### src/rtl/sd_resp_rx.sv
// SD CMD-line response receiver: captures a 48- or 136-bit response frame and checks
// framing, CRC7 and the N_CR start-bit timeout.
module sd_resp_rx #(
  parameter int unsigned TIMEOUT_CYCLES = 64,
  parameter int unsigned TO_W           = 7
) (
  input  logic         clk,
  input  logic         reset,
  input  logic         start,
  input  logic         long_resp,
  input  logic         check_crc,
  input  logic         sd_cmd_in,
  output logic         busy,
  output logic         resp_valid,
  output logic [135:0] resp,
  output logic         crc_err,
  output logic         frame_err,
  output logic         timeout
);

  typedef enum logic [1:0] {IDLE, WAIT_START, RECV, DONE} state_t;

  state_t            r_state, w_next;
  logic              r_long, r_chk;
  logic [7:0]        r_cnt;
  logic [TO_W-1:0]   r_to_cnt;
  logic [6:0]        r_crc;
  logic [135:0]      r_resp;
  logic              r_crc_err, r_frame_err, r_timeout;

  logic [135:0]      w_shift;
  logic [7:0]        w_last_pos, w_crc_lo, w_crc_hi;
  logic              w_crc_en, w_end, w_fb, w_tx_bit, w_to_hit;
  logic [6:0]        w_crc_step;

  assign w_shift    = {r_resp[134:0], sd_cmd_in};
  assign w_last_pos = r_long ? 8'd135 : 8'd47;
  // r_cnt is the position of the incoming bit (0 = start bit); CRC spans positions lo..N-9
  assign w_crc_lo   = r_long ? 8'd8 : 8'd0;
  assign w_crc_hi   = r_long ? 8'd127 : 8'd39;
  assign w_crc_en   = (r_cnt >= w_crc_lo) && (r_cnt <= w_crc_hi);
  assign w_end      = (r_cnt == w_last_pos);
  assign w_fb       = sd_cmd_in ^ r_crc[6];
  assign w_crc_step = {r_crc[5:3], r_crc[2] ^ w_fb, r_crc[1:0], w_fb};
  assign w_tx_bit   = r_long ? r_resp[133] : r_resp[45];
  assign w_to_hit   = (r_to_cnt == TO_W'(TIMEOUT_CYCLES - 1));

  always_comb begin
    w_next = r_state;
    case (r_state)
      IDLE:       if (start) w_next = WAIT_START;
      WAIT_START: begin
        if (!sd_cmd_in)    w_next = RECV;
        else if (w_to_hit) w_next = DONE;
      end
      RECV:       if (w_end) w_next = DONE;
      DONE:       w_next = IDLE;
      default:    w_next = IDLE;
    endcase
  end

  always_ff @(posedge clk) begin
    if (reset) begin
      r_state     <= IDLE;
      r_long      <= 1'b0;
      r_chk       <= 1'b0;
      r_cnt       <= '0;
      r_to_cnt    <= '0;
      r_crc       <= '0;
      r_resp      <= '0;
      r_crc_err   <= 1'b0;
      r_frame_err <= 1'b0;
      r_timeout   <= 1'b0;
    end else begin
      r_state <= w_next;
      case (r_state)
        IDLE: begin
          if (start) begin
            r_long      <= long_resp;
            r_chk       <= check_crc;
            r_cnt       <= '0;
            r_to_cnt    <= '0;
            r_crc       <= '0;
            r_resp      <= '0;
            r_crc_err   <= 1'b0;
            r_frame_err <= 1'b0;
            r_timeout   <= 1'b0;
          end
        end
        WAIT_START: begin
          if (!sd_cmd_in) begin
            // a zero start bit leaves a zero CRC unchanged, so no CRC update here
            r_resp <= w_shift;
            r_cnt  <= 8'd1;
          end else begin
            r_to_cnt <= r_to_cnt + 1'b1;
            if (w_to_hit) r_timeout <= 1'b1;
          end
        end
        RECV: begin
          r_resp <= w_shift;
          r_cnt  <= r_cnt + 8'd1;
          if (w_crc_en) r_crc <= w_crc_step;
          if (w_end) begin
            r_frame_err <= w_tx_bit | ~sd_cmd_in;
            r_crc_err   <= r_chk & (r_crc != r_resp[6:0]);
          end
        end
        default: ;
      endcase
    end
  end

  assign busy       = (r_state != IDLE);
  assign resp_valid = (r_state == DONE);
  assign resp       = r_resp;
  assign crc_err    = r_crc_err;
  assign frame_err  = r_frame_err;
  assign timeout    = r_timeout;

endmodule

### config.mk
export PLATFORM = sky130hd
export DESIGN_NAME = sd_resp_rx
export DESIGN_NICKNAME = d
export VERILOG_FILES = /design/src/rtl/sd_resp_rx.sv
export SDC_FILE = /design/constraint.sdc
export NUM_CORES = 1
export LEC_CHECK = 0
export BUFFER_PORTS_ARGS = -buffer_cell sky130_fd_sc_hd__buf_4
export CORE_ASPECT_RATIO = 1.25
export CORE_MARGIN = 2
export CORE_UTILIZATION = 40
export CTS_CLUSTER_SIZE = 20
export DETAILED_ROUTE_END_ITERATION = 10
export GPL_ROUTABILITY_DRIVEN = 0
export PLACE_DENSITY = 0.65
export SETUP_SLACK_MARGIN = 0.15
export SYNTH_ARGS = -nofsm -noshare
export SYNTH_HDL_FRONTEND = slang
export SYNTH_SLANG_ARGS = --single-unit
### constraint.sdc
create_clock -name clk -period 3.47 [get_ports clk]
set_clock_uncertainty 0.05 [all_clocks]
set_input_delay 0.1735 -clock clk [delete_from_list [all_inputs] [get_ports clk]]
set_output_delay 0.1735 -clock clk [all_outputs]
set_load 0.01 [all_outputs]
==> metrics.yaml <==
grt_setup_unrepaired: "false"
synth_xor_area_share_pct: 2.637
fin_util_pct: 51.64
drive_gt1_share_pct: 20.24
outcome: "finished, final reports clean"
cts_tree: "yes"
clock_latency_ns: 0.43
yosys.area.top_type: "dfxtp_1"
max-slew-margin-rel_pct: 51.19
synth-edff-count: 0
fin_crit_sh_pct: 70.28
synthTopCellsByArea: "dfxtp_1 (50%), a21oi_1 (11%), nand3_1 (11%)"
path_max_fanout: 75
synth_compound_area_share_pct: 14.28
antenna_cells: 0
finalHoldViolCount: 0
synth_ff_type: "dfxtp_1"
coreArea_um2: 16200
critPathBufInv: 2
ir_drop_mv: 0.3125
nets: 933
io_pins: 147
path_cells: "inv_1 > ha_1 > nand2b_1 > nand2_4 > buf_12 > nand2_1 > a21oi_1"
ys_seq_elements: 165
ctsResizeCount: 0
yosysSeqAreaShare_pct: 49.73
clkTransAtPathRegs_ns: 0.06
grt_pass1_vias: 5413
ys_warn_count: 0
pre_cts_ws_ns: 1.082
fin_cells: 1145
synthesis.area_um2: 6643
setup_viol: 0
cts.sinks: 165
cts_made_buffers: 17
synth.distinct_cells: 42
dp_hpwl_um: 10230
wirelength_um: 16670
rows: 52
start_util_pct: 41.00
clock_path_buffers: 2
worstMarginPinSlew_ns: 0.7322
wl_per_cell_um: 14.56
vias: 5899
io_buffer_count: 146
synth_nets: 827
grt_remaining_overflow: 0
p_leak_nw: 3.077
grt_max_degree: 139
slew_viol_final: 0
slowest_stage: "nand2_4"
clockRootBuffer: "clkbuf_16"
synth_top_cell_area_share_pct: 49.73
cp-end-kind: "flip-flop"
vias_per_cell: 5.152
post-route-drc-count: 0
drtAntennaViolNets: 0
slowest_delay_ns: 0.58
dieArea_um2: 17660
synthMuxAreaShare_pct: 0.7723
hp-class: "in2reg"
syn_area_per_cell_um2: 8.201
async_flop_share_pct: 0
grt_pass1_wl_um: 27100
synth_top_family_by_area: "simple AND/OR/NAND/NOR gates"
maxCapViolations: 0
start_kind: "flip-flop"
h-tree-depth: 4
tns_ns: 0
dp.cells: 1111
first_pass_iters: 5
fin_ws_ns: 1.031
syn_inst: 810
area_growth_pct: 25.96
drtIter0Drc: 456
r2r_slack_ns: 1.03
synth-simple-area-share_pct: 23.87
crit_arrival_ns: 2.73
track_usage_pct: 18.69
crit_type: "reg2reg"
cp.required_ns: 3.76
fmax_mhz: 410.1
synth_fa_ha_area_share_pct: 2.072
cts_hold_buf: 2
critPathTopFamily: "simple AND/OR/NAND/NOR gates"
fin_crit_ns: 2.439
power_density_nw_per_um2: 611.5
antenna_found_initial: 0
fp.dieW_um: 119.3
cts_setup_buffers: 0
dieHeight_um: 148.1
==> routing by layer <==
| layer | vias up | wire length [um] | GRT usage (%) |
|---|---|---|---|
| li1 | 2981 | - | - |
| met1 | 2766 | 7517 | 24.32 |
| met2 | 135 | 7931 | 29.37 |
| met3 | 17 | 980 | 6.097 |
| met4 | 0 | 245 | 6.131 |
| met5 | - | 0 | 0 |
==> synth_stat cells (all sizes together) (2+ instances only) <==
cell / n
dfxtp: 165
nand2: 158
a21oi: 147
nand3: 147
clkbuf: 36
buf: 32
xnor2: 19
inv: 15
nor2: 14
ha: 11
nor3: 6
nor4: 6
o21ai: 6
o22ai: 6
mux2i: 4
nand4: 4
nor2b: 4
o211ai: 4
a21o: 3
nor3b: 3
o211a: 3
a31oi: 2
and2: 2
==> sequential cells by signal, summed over array words and instances, names as in the netlist <==
name       cells
r_crc          7
timeout        1
crc_err        1
r_state        2
frame_err      1
r_long         1
r_cnt          8
r_chk          1
resp         136
r_to_cnt       7
==> worst paths after layout <==
check	depth (start not counted)	to	startpoint
setup reg to reg	7	resp[49]$_SDFFE_PP0P_	r_state[0]$_SDFFE_PP0P_
setup / recovery	7	resp[49]$_SDFFE_PP0P_	r_state[0]$_SDFFE_PP0P_
hold reg to reg	2	resp[135]$_SDFFE_PP0P_	resp[135]$_SDFFE_PP0P_
hold / removal	3	r_long$_SDFFE_PP0P_	start
==> area by class of cell <==
| cell class | instances | area [um2] |
|---|---|---|
| multi-input combinational | 562 | 2913 |
| tap | 216 | 270.3 |
| clock inverter | 10 | 143.9 |
| fill | 1555 | 7834 |
| clock buffer | 22 | 474.2 |
| timing repair buffer | 155 | 1206 |
| inverter | 15 | 56.30 |
| sequential | 165 | 3303 |
==> cells in the final DEF (no fill, tap or decap), types with 5 or more instances in the layout <==
master,n
a21oi_1,147
nand3_1,147
clkbuf_16,17
nor4_1,5
buf_4,150
xnor2_1,19
ha_1,11
inv_1,15
nor3_1,6
o22ai_1,6
nand2_1,157
nor2_1,13
dfxtp_1,165
==> power breakdown <==
group	switching (mW)	internal, mW
clock network	0.770	1.20
logic	0.976	0.236
registers	0.0233	1.91
total	1.77	3.35
==> worst min-delay path: stages <==
cell     delay [ns]
buf_4          0.14
nand3_1        0.08
a21oi_1        0.06
==> cells by family (layout without fill, tap and decap cells) <==
| logic type | Yosys count | count (layout) |
|---|---|---|
| xor+xnor | 20 | 20 |
| buf+inv | 83 | 202 |
| mux | 5 | 5 |
| fa+ha+maj | 11 | 11 |
| compound gates | 177 | 177 |
| simple gates | 349 | 349 |
| flops | 165 | 165 |
==> stage by stage <==
| stage | power [mW] | instance area, um2 | hold WS (ns) |
|---|---|---|---|
| 2_1_floorplan | 3.033 | 6643 | 0.2710 |
| 3_3_place_gp | 3.204 | 7729 | 0.3930 |
| 3_5_place_dp | 3.194 | 7729 | 0.4023 |
| 4_1_cts | 5.171 | 8367 | 0.01347 |
| 5_1_grt | 5.369 | 8367 | 0.03352 |
| 6_report | 5.117 | 8367 | 0.03502 |
Note: power is estimated with default switching activity, not from simulation.
